### src/rtl/rx_core_config_ctrl.sv
// Shadow/commit configuration controller for rx_core.
// Phase increments are retuned only while the DUC gains are muted.
// Gains are ramped toward their targets in bounded steps.
module rx_core_config_ctrl #(
    parameter int unsigned GAIN_STEP     = 8,
    parameter int unsigned SETTLE_CYCLES = 64
) (
    input  logic        clock,
    input  logic        resetn,
    input  logic        wr_valid,
    output logic        wr_ready,
    input  logic [3:0]  wr_addr,
    input  logic [15:0] wr_data,
    output logic        wr_err,
    input  logic        commit_valid,
    output logic        commit_ready,
    output logic [15:0] ddc_phase_inc,
    output logic [15:0] demix_phase_inc,
    output logic [15:0] duc_phase_inc,
    output logic [7:0]  gain_duc1,
    output logic [7:0]  gain_duc2,
    output logic [7:0]  gain_duc3,
    output logic        busy,
    output logic        done
);

    typedef enum logic [2:0] {S_IDLE, S_MUTE, S_APPLY, S_SETTLE, S_RAMP} state_t;

    localparam logic [7:0]  STEP8       = 8'(GAIN_STEP);
    localparam logic [8:0]  STEP9       = 9'(GAIN_STEP);
    localparam logic [15:0] SETTLE_INIT = 16'(SETTLE_CYCLES - 1);

    state_t      state_q, state_d;
    logic        active_q;                 // low until the first edge after reset release
    logic        done_q, done_d;
    logic        wr_err_q, wr_err_d;
    logic [15:0] cnt_q, cnt_d;
    logic [15:0] shadow_phase_q [3];
    logic [15:0] shadow_phase_d [3];
    logic [7:0]  shadow_gain_q  [3];
    logic [7:0]  shadow_gain_d  [3];
    logic [15:0] pend_phase_q   [3];
    logic [15:0] pend_phase_d   [3];
    logic [7:0]  pend_gain_q    [3];
    logic [7:0]  pend_gain_d    [3];
    logic [15:0] phase_q        [3];
    logic [15:0] phase_d        [3];
    logic [7:0]  gain_q         [3];
    logic [7:0]  gain_d         [3];
    logic [7:0]  mute_val       [3];
    logic [7:0]  ramp_val       [3];

    logic accept;
    logic phase_change;
    logic gains_zero;
    logic gains_at_target;

    assign wr_ready        = 1'b1;
    assign commit_ready    = (state_q == S_IDLE) && active_q;
    assign busy            = (state_q != S_IDLE);
    assign done            = done_q;
    assign wr_err          = wr_err_q;
    assign ddc_phase_inc   = phase_q[0];
    assign demix_phase_inc = phase_q[1];
    assign duc_phase_inc   = phase_q[2];
    assign gain_duc1       = gain_q[0];
    assign gain_duc2       = gain_q[1];
    assign gain_duc3       = gain_q[2];

    assign accept          = commit_valid && commit_ready;
    assign phase_change    = (shadow_phase_q[0] != phase_q[0]) ||
                             (shadow_phase_q[1] != phase_q[1]) ||
                             (shadow_phase_q[2] != phase_q[2]);
    assign gains_zero      = (gain_q[0] == 8'd0) && (gain_q[1] == 8'd0) && (gain_q[2] == 8'd0);
    assign gains_at_target = (gain_q[0] == pend_gain_q[0]) && (gain_q[1] == pend_gain_q[1]) &&
                             (gain_q[2] == pend_gain_q[2]);

    // Per-gain step arithmetic: 9-bit distance so neither direction can wrap or overshoot.
    generate
        for (genvar gi = 0; gi < 3; gi++) begin : g_gain_step
            logic [8:0] cur9, tgt9, dist9;
            assign cur9  = {1'b0, gain_q[gi]};
            assign tgt9  = {1'b0, pend_gain_q[gi]};
            assign dist9 = (tgt9 >= cur9) ? (tgt9 - cur9) : (cur9 - tgt9);
            assign mute_val[gi] = (cur9 > STEP9) ? (gain_q[gi] - STEP8) : 8'd0;
            assign ramp_val[gi] = (dist9 <= STEP9) ? pend_gain_q[gi] :
                                  (tgt9 > cur9)    ? (gain_q[gi] + STEP8) :
                                                     (gain_q[gi] - STEP8);
        end
    endgenerate

    // Shadow register writes and bad-address flag; accepted in every state.
    always_comb begin
        for (int i = 0; i < 3; i++) begin
            shadow_phase_d[i] = shadow_phase_q[i];
            shadow_gain_d[i]  = shadow_gain_q[i];
        end
        wr_err_d = 1'b0;
        if (wr_valid) begin
            case (wr_addr)
                4'd0:    shadow_phase_d[0] = wr_data;
                4'd1:    shadow_phase_d[1] = wr_data;
                4'd2:    shadow_phase_d[2] = wr_data;
                4'd3:    shadow_gain_d[0]  = wr_data[7:0];
                4'd4:    shadow_gain_d[1]  = wr_data[7:0];
                4'd5:    shadow_gain_d[2]  = wr_data[7:0];
                default: wr_err_d          = 1'b1;
            endcase
        end
    end

    // Commit sequencer: next state, pending capture, phase load, gain mute/ramp.
    always_comb begin
        state_d = state_q;
        cnt_d   = cnt_q;
        done_d  = 1'b0;
        for (int i = 0; i < 3; i++) begin
            pend_phase_d[i] = pend_phase_q[i];
            pend_gain_d[i]  = pend_gain_q[i];
            phase_d[i]      = phase_q[i];
            gain_d[i]       = gain_q[i];
        end
        case (state_q)
            S_IDLE: begin
                if (accept) begin
                    for (int i = 0; i < 3; i++) begin
                        pend_phase_d[i] = shadow_phase_q[i];
                        pend_gain_d[i]  = shadow_gain_q[i];
                    end
                    state_d = phase_change ? S_MUTE : S_RAMP;
                end
            end
            S_MUTE: begin
                if (gains_zero) begin
                    state_d = S_APPLY;
                end else begin
                    for (int i = 0; i < 3; i++) gain_d[i] = mute_val[i];
                end
            end
            S_APPLY: begin
                for (int i = 0; i < 3; i++) phase_d[i] = pend_phase_q[i];
                cnt_d   = SETTLE_INIT;
                state_d = S_SETTLE;
            end
            S_SETTLE: begin
                if (cnt_q == 16'd0) begin
                    state_d = S_RAMP;
                end else begin
                    cnt_d = cnt_q - 16'd1;
                end
            end
            S_RAMP: begin
                if (gains_at_target) begin
                    state_d = S_IDLE;
                    done_d  = 1'b1;
                end else begin
                    for (int i = 0; i < 3; i++) gain_d[i] = ramp_val[i];
                end
            end
            default: state_d = S_IDLE;
        endcase
    end

    // State and datapath registers; reset aborts any sequence immediately.
    always_ff @(posedge clock or negedge resetn) begin
        if (!resetn) begin
            state_q  <= S_IDLE;
            active_q <= 1'b0;
            done_q   <= 1'b0;
            wr_err_q <= 1'b0;
            cnt_q    <= 16'd0;
            for (int i = 0; i < 3; i++) begin
                shadow_phase_q[i] <= 16'd0;
                shadow_gain_q[i]  <= 8'd0;
                pend_phase_q[i]   <= 16'd0;
                pend_gain_q[i]    <= 8'd0;
                phase_q[i]        <= 16'd0;
                gain_q[i]         <= 8'd0;
            end
        end else begin
            state_q  <= state_d;
            active_q <= 1'b1;
            done_q   <= done_d;
            wr_err_q <= wr_err_d;
            cnt_q    <= cnt_d;
            for (int i = 0; i < 3; i++) begin
                shadow_phase_q[i] <= shadow_phase_d[i];
                shadow_gain_q[i]  <= shadow_gain_d[i];
                pend_phase_q[i]   <= pend_phase_d[i];
                pend_gain_q[i]    <= pend_gain_d[i];
                phase_q[i]        <= phase_d[i];
                gain_q[i]         <= gain_d[i];
            end
        end
    end

endmodule

### config.mk
export PLATFORM = sky130hd
export DESIGN_NAME = rx_core_config_ctrl
export DESIGN_NICKNAME = d
export VERILOG_FILES = /design/src/rtl/rx_core_config_ctrl.sv
export SDC_FILE = /design/constraint.sdc
export NUM_CORES = 1
export LEC_CHECK = 0
export ABC_AREA = 1
export BUFFER_PORTS_ARGS = -buffer_cell sky130_fd_sc_hd__buf_2
export CAP_MARGIN = 0
export CELL_PAD_IN_SITES_DETAIL_PLACEMENT = 1
export CELL_PAD_IN_SITES_GLOBAL_PLACEMENT = 2
export CORE_MARGIN = 5
export CORE_UTILIZATION = 39
export DETAILED_ROUTE_END_ITERATION = 8
export GPL_TIMING_DRIVEN = 0
export PLACE_DENSITY = 0.91
export SKIP_LAST_GASP = 1
export SYNTH_ARGS = -nofsm -noshare
export SYNTH_HDL_FRONTEND = slang
export SYNTH_SLANG_ARGS = --single-unit
### constraint.sdc
create_clock -name clock -period 8.1 [get_ports clock]
set_clock_uncertainty 0.2 [all_clocks]
set_input_delay 0.405 -clock clock [delete_from_list [all_inputs] [get_ports clock]]
set_output_delay 0.405 -clock clock [all_outputs]
set_load 0.05 [all_outputs]
# After elaboration in Yosys (flattened, before gate mapping)
# Index checks and enable logic that the tools add are counted.
dict set report classes {
  reduce_logical 28
  eq_ne 22
  order_cmp 12
  mux 27
  n_addsub 13
}
# op n
set op_table {}
lappend op_table {{$mux 8} 9}
lappend op_table {{$sub 8x8->9} 6}
lappend op_table {{$mux 24} 2}
lappend op_table {{$ne 16x16->1} 3}
lappend op_table {{$pmux 24 s2} 1}
lappend op_table {{$pmux 16 s2} 1}
lappend op_table {{$le 9x4->1 const B} 3}
lappend op_table {{$mux 9} 3}
lappend op_table {{$add 8x4->8 const B} 3}
lappend op_table {{$eq 8x8->1} 3}
lappend op_table {{$ge 8x8->1} 3}
lappend op_table {{$gt 8x4->1 const B} 3}
lappend op_table {{$gt 8x8->1} 3}
lappend op_table {{$logic_not 8->1} 3}
lappend op_table {{$sub 8x4->8 const B} 3}
lappend op_table {{$logic_not 16->1} 1}
lappend op_table {{$mux 16} 1}
lappend op_table {{$reduce_and 2->1} 8}
lappend op_table {{$sub 16x1->16 const B} 1}
lappend op_table {{$mux 3} 5}
lappend op_table {{$pmux 3 s5} 1}
lappend op_table {{$ne 2x2->1 const B} 7}
lappend op_table {{$eq 4x2->1 const B} 2}
lappend op_table {{$eq 4x3->1 const B} 2}
lappend op_table {{14 further kinds} 25}
dict set report word_totals {
  ff_bits 238
  output_inout_bits 77
  word_cells 125
}

# Logic depth before layout (Yosys ltp)
# Gate-level depths: netlist of run 1.
dict set report logic_depth {
  depth_word 6
  depth_mapped 20
  mapped_depth_nobuf 18
}

# Least setup slack after synthesis of run 1
# No wires, ideal clock.
dict set report synth_path {
  kind {flip-flop to flip-flop}
  start {register gain_q, in the netlist gain_duc1[5]}
  end {register gain_q, in the netlist gain_duc1[1]}
  path_buffers 1
  arrival_ns 2.657
  path_slack_ns 5.119
  setup_time_ns 0.123
  required_ns 7.777
  path_stages_with_launch 18
  cell_sequence {dfrtp_1 -> clkbuf_1 -> inv_1 -> ha_1 -> nand2_1 -> nor2_2 -> nand3_1 -> nand4_2 -> nand2_1 -> inv_1 -> nor2_1 -> nand3_1 -> nor2_4 -> nand2_2 -> nand2_2 -> nand2_1 -> nand2_1 -> o21ai_1}
}
dict set report synth_between {
  elab_chain_len 6
}
# item line_no
set synth_lines {}
lappend synth_lines {{start, declared} 48} ;# logic [7:0] gain_q [3];
lappend synth_lines {{start signal, assigned by index} 192} ;# gain_q[i] <= gain_d[i];
lappend synth_lines {{$sub 8x8->9 or $ge 8x8->1 (tied branches)} 84} ;# assign dist9 = (tgt9 >= cur9) ? (tgt9 - cur9) : (cur9 - tgt9);
lappend synth_lines {{$mux 9} 84}
lappend synth_lines {{$le 9x4->1} 86} ;# assign ramp_val[gi] = (dist9 <= STEP9) ? pend_gain_q[gi] :
lappend synth_lines {{$mux 8} 86}
lappend synth_lines {{$mux 24} 153} ;# if (gains_at_target) begin
lappend synth_lines {{$pmux 24 s2} 123} ;# case (state_q)
# Several ways; a longest one is shown, not always the timed one. The select of a mux whose other input is x is not followed.
# A chain may end at the register's enable or synchronous reset.

# Final worst setup path of run 1
dict set report layout_path {
  start {register gain_q, in the netlist gain_duc1[5]}
  end {register gain_q, in the netlist gain_duc3[6]}
}
dict set report layout_between {
  elab_chain_len 5
}
# item line_no
set layout_lines {}
lappend layout_lines {{$eq 8x8->1 or $logic_not 8->1 (tied branches)} {75, 74}}
lappend layout_lines {{$logic_and 1x1->1, on equally long branches (2 in series)} {75, 74}}
lappend layout_lines {{$ne 2x2->1 (no source line)} --}
lappend layout_lines {{$reduce_and 3->1 (no source line) (*)} --}
# Every way passes the cells marked *; elsewhere a longest branch is shown, timed or not.

==> results of run 1 <==
[power by group]
part	internal, mW	switching [mW]
Clock	0.925	0.533
Combinational	0.986	2.25
Sequential	1.54	0.329
[cells by family after synthesis]
kind of cell | synth area share
xor+xnor | 0.0348
other cells | 0.000281
flops | 0.446
simple gates | 0.265
buf+inv | 0.0853
fa+ha+maj | 0.0605
compound gates | 0.108
[state kept, by name, summed over array words and instances (netlist names), 3 cells and up]
| signal | flops |
|---|---|
| shadow_phase_q | 48 |
| cnt_q | 16 |
| shadow_gain_q | 24 |
| pend_phase_q | 48 |
| state_q | 3 |
| demix_phase_inc | 16 |
| ddc_phase_inc | 16 |
| gain_duc2 | 8 |
| duc_phase_inc | 16 |
| g_gain_step.tgt9 | 24 |
| gain_duc3 | 8 |
| gain_duc1 | 8 |
[Yosys cell counts (3+ instances only)]
cell type / instances
a21oi_1: 47
buf_1: 5
buf_2: 8
buf_4: 4
clkbuf_1: 38
dfrtp_1: 238
fa_1: 6
ha_1: 55
inv_1: 231
inv_2: 5
nand2_1: 549
nand2_2: 12
nand3_1: 95
nand3_2: 4
nand4_1: 35
nor2_1: 82
nor2_2: 9
nor2_4: 5
nor3_1: 14
nor4_1: 9
o21ai_0: 203
o21ai_1: 17
o21bai_1: 3
xnor2_1: 20
xor2_1: 33
[cell type report]
| cell class | count | area share |
|---|---|---|
| Clock buffer | 33 | 0.0488 |
| Clock inverter | 17 | 0.0199 |
| Tap cell | 448 | 0.0360 |
| Buffer | 57 | 0.0159 |
| Multi-Input combinational cell | 1222 | 0.402 |
| Timing Repair Buffer | 103 | 0.0373 |
| Sequential cell | 238 | 0.383 |
| Inverter | 237 | 0.0572 |
[worst max-delay path by stage]
stage / end / slack, ns / depth (start not counted)
CTS: gain_duc3[4]$_DFFE_PN0P_ / 4.59 / 13
floorplan: gain_duc1[1]$_DFFE_PN0P_ / 5.12 / 17
detailed placement: gain_duc3[4]$_DFFE_PN0P_ / 4.66 / 13
global placement: demix_phase_inc[8]$_DFFE_PN0P_ / 1.93 / 1
global route: gain_duc1[0]$_DFFE_PN0P_ / 4.37 / 17
finish: gain_duc3[6]$_DFFE_PN0P_ / 4.57 / 16
[what timing repair did]
action	in CTS	in global routing
setup buffers	0	0
hold buffers	2	0
endpoints found under the setup margin	0	0
gates resized for setup	0	0
hold endpoints to repair	128	0
[per-layer routing]
| metal | share of wire | global-route usage | vias to the layer above |
|---|---|---|---|
| li1 | - | - | 5829 |
| met1 | 0.45 | 0.299 | 6017 |
| met2 | 0.49 | 0.395 | 214 |
| met3 | 0.042 | 0.0350 | 47 |
| met4 | 0.018 | 0.0471 | 0 |
| met5 | 0 | 0 | - |
[worst max-delay path, cell delays in order, from the launching register on]
cell and delay [ns]:
dfrtp_1 0.37, clkbuf_1 0.33, inv_1 0.12, ha_1 0.45, nand2_1 0.11, nor2_1 0.22, nand2_1 0.16, inv_1 0.22
nand3b_1 0.23, nand2_2 0.17, nand2_4 0.14, clkinv_2 0.18, buf_4 0.22, nor2_1 0.07, nand3_1 0.09, o21ai_0 0.09
inv_1 0.07
==> metrics, run 1 <==
Placer Congestion 0.859; Netlist cell types 44; slack of the worst reg-to-reg path 4.57 ns; ratio of routed vias to standard cells 5.14; RR Startpoint gain_duc1[5]$_DFFE_PN0P_; core box area 0.0337 sq mm; vias in the first global route 13136; final hold viol count 0; Clock Sinks 238; Crit Path Category reg2reg; CTS tree done; final count of negative-setup-slack endpoints 0; Worst slew margin 0.403; global-route wire length before repair 70500 microns; Hold WC Path Type in2reg; Crit Reg-Reg Endpoint gain_duc3[6]$_DFFE_PN0P_; die height 195 microns; ranking of synthesized cells by area dfrtp_1 (45%), nand2_1 (15%), o21ai_0 (7.6%); GRT Util Overall 0.226; initial drt markers 616; Pins Over Slew Limit 0; Tmin final 3.53 ns; drt total wl 43300 microns; setup TNS 0 ns; #FFs+latches synth 238; CTS H-tree lvls 1; ys async rst share 1.00; Max clock buf depth 3; most frequent cells in the layout nand2_1 (549), dfrtp_1 (238), inv_1 (231); residual DRC count 0; commonest non-fill, non-tap cell in the layout nand2_1; period utilization 0.436; multi-input logic area 0.00626 sq mm; final worst setup slack 4.57 ns; DIE WIDTH 195 microns; Leakage 7.80 nW; register area share after synthesis 0.446; Non-Filler Instances 2355; synth-to-layout area growth 16.6%; nets@finish 1972; CP max FO 10; crit start category flip-flop; routed via count 12107; Worst Path Required 8.38 ns; storage element area 0.00596 sq mm; top_reg_cell synth dfrtp_1; crit path DAT 3.81 ns; Synth Instances 1753; CP Capture Type flip-flop; Core Util, Final 0.462; total grt overflow 0; clock root cell clkbuf_16; RSZ-0062 raised after global routing no; I/O Pins 101; WHS Path Cells 3; Post-synth EDFFs 0; placed cell area 0.0145 sq mm; # Max-Cap Violations 0; top-area cell type share of the netlist area 0.446; Synth warnings 0; cts bufs inserted 28; mean post-synth cell area 7.61 sq um; pwr/cell area 422 mW/mm^2; overall power 6.57 mW; post-synth top area cell dfrtp_1; Antenna Nets Post-Route 0; Critical Path Source gain_duc1[5]$_DFFE_PN0P_; status complete, no violations; design area 0.0156 sq mm; Hold Path Sink wr_err$_DFF_PN0_; insertion delay to the later sink of the worst-skew pair 0.55 ns; worst hold margin 0.00959 ns; fmax 283 MHz; Least-Margin Pin Slew 0.887 ns; Filler cells 4254; Std-Cell Rows 67; largest net degree at the start of global routing 112; proportion of layout cells with a drive suffix above 1 0.110; Reg clk slew, reported paths 0.06 ns; wire per inst 18.4 microns; HPWL after detailed placement 31800 microns; drt pass-1 iters 5; cell count after placement 2303; # port buffers 99; ANT cells 0; Place WS 4.66 ns; worst vdd ir 0.000207 V; die area 0.0380 sq mm; Starting Density 0.396; worst hold path startpoint wr_addr[2]; r2r worst-path depth 16; mapped cell area 0.0133 sq mm; initial antenna violation count 0
No activity file was read; power rests on OpenSTA's default activity.
==> inputs of run 2 (changes only) <==
Settings changed: CORE_UTILIZATION 39 to 36, PLACE_DENSITY 0.91 to 0.86.
Clock period 8.1 ns to 3.51 ns, I/O delays scaled along.
==> run 2 against run 1 <==
  * Utilization is 3.5 points lower
  * Via count grew 0.52%
  * First-iteration DRC count down 16%
  * Global-route usage fell by 1.5 points
  * Wire length increased by 0.75%
  * Non-clock buffer count up 22
  * Register-to-register slack got worse by 4.4 ns
  * Setup slack worse by 4.4 ns
  * Critical path type unchanged
  * Largest power group unchanged
==> metrics, run 2 (same netlist as run 1, synthesis figures left out) <==
# port buffers 99 (unchanged); period utilization 0.945 (+0.509); Hold WC Path Type in2reg; residual DRC count 0 (unchanged); Std-Cell Rows 70 (+4.5%); core box area 0.0366 sq mm (+8.6%); status complete, no violations; cts bufs inserted 28 (unchanged); slack of the worst reg-to-reg path 0.19 ns (-4.37 ns); GRT Util Overall 0.211 (-0.0148); final worst setup slack 0.193 ns (-4.37 ns); I/O Pins 101 (unchanged); RSZ-0062 raised after global routing yes; Clock Sinks 238 (unchanged); # Max-Cap Violations 0 (unchanged); Max clock buf depth 3 (unchanged); final count of negative-setup-slack endpoints 0 (unchanged); CTS H-tree lvls 1 (unchanged); Crit Path Category reg2reg; overall power 14.6 mW (+120%); total grt overflow 0 (unchanged); Setup Buffers After CTS 0 (unchanged); wire per inst 18.2 microns (-1.0%); CP peak stage delay 0.49 ns (+0.04 ns); CP Capture Type flip-flop; ratio of routed vias to standard cells 5.08 (-1.2%); slowest cell on the critical path dfrtp_1; fmax 301 MHz (+6.5%); Buf+Inv Stages, Crit Path 4 (-2); CP top delay family simple AND/OR/NAND/NOR gates; DIE WIDTH 203 microns (+3.9%); Critical Path Stages 12 (-4); Place WS 0.0401 ns (-4.62 ns); most used cell, CP inv_1; Crit Reg-Reg Endpoint gain_duc3[4]$_DFFE_PN0P_; most frequent cells in the layout nand2_1 (549), dfrtp_1 (237), inv_1 (231); proportion of layout cells with a drive suffix above 1 0.104 (-0.00581); initial drt markers 518 (-16%); crit start category flip-flop; Filler cells 4563 (+7.3%); clock root cell clkbuf_16; vias in the first global route 12814 (-2.5%); CTS tree done; Tmin final 3.32 ns (-0.217 ns); placed cell area 0.0145 sq mm (+0.17%); critical path cell sequence inv_1, ha_1, nand2_1, nor2_1, nand2_1, inv_1, nand3b_1, nand2_2, nand2_4, buf_1, o21ai_0, inv_1; drt total wl 43700 microns (+0.75%); die area 0.0410 sq mm (+7.9%); pwr/cell area 933 mW/mm^2 (+120%); Antenna Nets Post-Route 0 (unchanged); commonest non-fill, non-tap cell in the layout nand2_1; Reg clk slew, reported paths 0.06 ns (about the same); worst vdd ir 0.000395 V (+91%); Hold Path Sink shadow_phase_q[2]$_DFFE_PN0P_; Worst slew margin 0.410 (+0.00655); synth-to-layout area growth 17.2%; drt pass-1 iters 5 (unchanged); die height 203 microns (+3.9%); design area 0.0156 sq mm (+0.50%); largest registers pend_phase_q (48), shadow_phase_q (48); Least-Margin Pin Slew 0.877 ns (-0.00974 ns); WHS Path Cells 3 (unchanged); RR Startpoint gain_duc1[6]$_DFFE_PN0P_; Starting Density 0.365 (-0.0315); routed via count 12170 (+0.52%); r2r worst-path depth 12 (-4); storage element area 0.00596 sq mm (about the same); Pins Over Slew Limit 0 (unchanged); multi-input logic area 0.00626 sq mm (about the same); Worst Path Required 3.74 ns (-4.64 ns); HPWL after detailed placement 32300 microns (+1.4%); Leakage 7.80 nW (about the same); worst hold path startpoint wr_data[2]; insertion delay to the later sink of the worst-skew pair 0.57 ns (+0.02 ns); nets@finish 1994 (+1.1%); Placer Congestion 0.832 (-3.2%); initial antenna violation count 5 (+5); final hold viol count 0 (unchanged); CP max FO 10 (unchanged); global-route wire length before repair 70400 microns (-0.13%); largest net degree at the start of global routing 117 (+4.5%); crit path DAT 3.55 ns (-0.26 ns)
==> run 2: cell count changes in the layout (fill, tap and decap cells not counted), moves of 2 or more <==
cell | previous run | this run
dlygate4sd3_1 | 2 | 26
clkinvlp_4 | 2 | 0
o21ai_0 | 203 | 201
diode_2 | 0 | 2
o21ai_1 | 17 | 19
clkbuf_1 | 39 | 46
bufinv_16 | 8 | 1
==> run 2: layout make-up <==
class / instances / share of cell area
Clock buffer: 42 / 0.0507
Multi-Input combinational cell: 1222 / 0.400
Timing Repair Buffer: 127 / 0.0525
Antenna cell: 2 / 0.000320
Buffer: 55 / 0.0154
Sequential cell: 238 / 0.381
Clock inverter: 6 / 0.00536
Tap cell: 468 / 0.0374
Inverter: 237 / 0.0570
==> run 2: timing repair <==
action,4_1_cts,5_1_grt
endpoints found under the setup margin,0,17
hold buffers,26,0
hold endpoints to repair,293,0
resized for setup,0,4
==> run 2: worst max path at each step <==
stage,startpoint,endpoint,slack (ns)
after floorplan,gain_duc1[5]$_DFFE_PN0P_,gain_duc1[1]$_DFFE_PN0P_,0.53
after global placement,resetn,demix_phase_inc[1]$_DFFE_PN0P_,-2.37
after detailed placement,gain_duc2[5]$_DFFE_PN0P_,gain_duc3[4]$_DFFE_PN0P_,0.04
after CTS,gain_duc2[5]$_DFFE_PN0P_,gain_duc3[4]$_DFFE_PN0P_,0.03
after global routing,gain_duc1[5]$_DFFE_PN0P_,gain_duc3[4]$_DFFE_PN0P_,-0.008
final,gain_duc1[6]$_DFFE_PN0P_,gain_duc3[4]$_DFFE_PN0P_,0.19
==> run 2: through the flow <==
| stage | cells | hold slack [ns] | utilization | setup TNS (ns) |
|---|---|---|---|---|
| 2_1_floorplan | 1754 | -0.320 | - | 0 |
| 3_3_place_gp | 2321 | 0.257 | 0.394 | -560.86 |
| 3_5_place_dp | 2323 | -0.195 | 0.396 | 0 |
| 4_1_cts | 2397 | 0.00103 | 0.427 | 0 |
| 5_1_grt | 2397 | 0.0321 | 0.427 | -0.00787 |
| 6_report | 2397 | 0.0279 | 0.427 | 0 |
==> run 2: worst register-to-register path, stage by stage, from the launching register on <==
cell	delay, ns
dfrtp_1	0.49
inv_1	0.15
ha_1	0.44
nand2_1	0.13
nor2_1	0.25
nand2_1	0.15
inv_1	0.18
nand3b_1	0.20
nand2_2	0.17
nand2_4	0.13
buf_1	0.34
o21ai_0	0.30
inv_1	0.07
==> run 2: per-layer routing <==
metal  up-vias  share of wire  global-route usage
met2       207           0.48               0.362
met3        53          0.038              0.0291
met4         4          0.017              0.0359
met5         -        0.00048                   0
met1      6034           0.47               0.292
li1       5872              -                   -
==> run 2: power breakdown <==
group | switching [mW] | total (mW) | internal [mW]
sequential | 0.787 | 4.34 | 3.55
combinational | 5.14 | 7.43 | 2.29
clock | 1.18 | 2.81 | 1.63
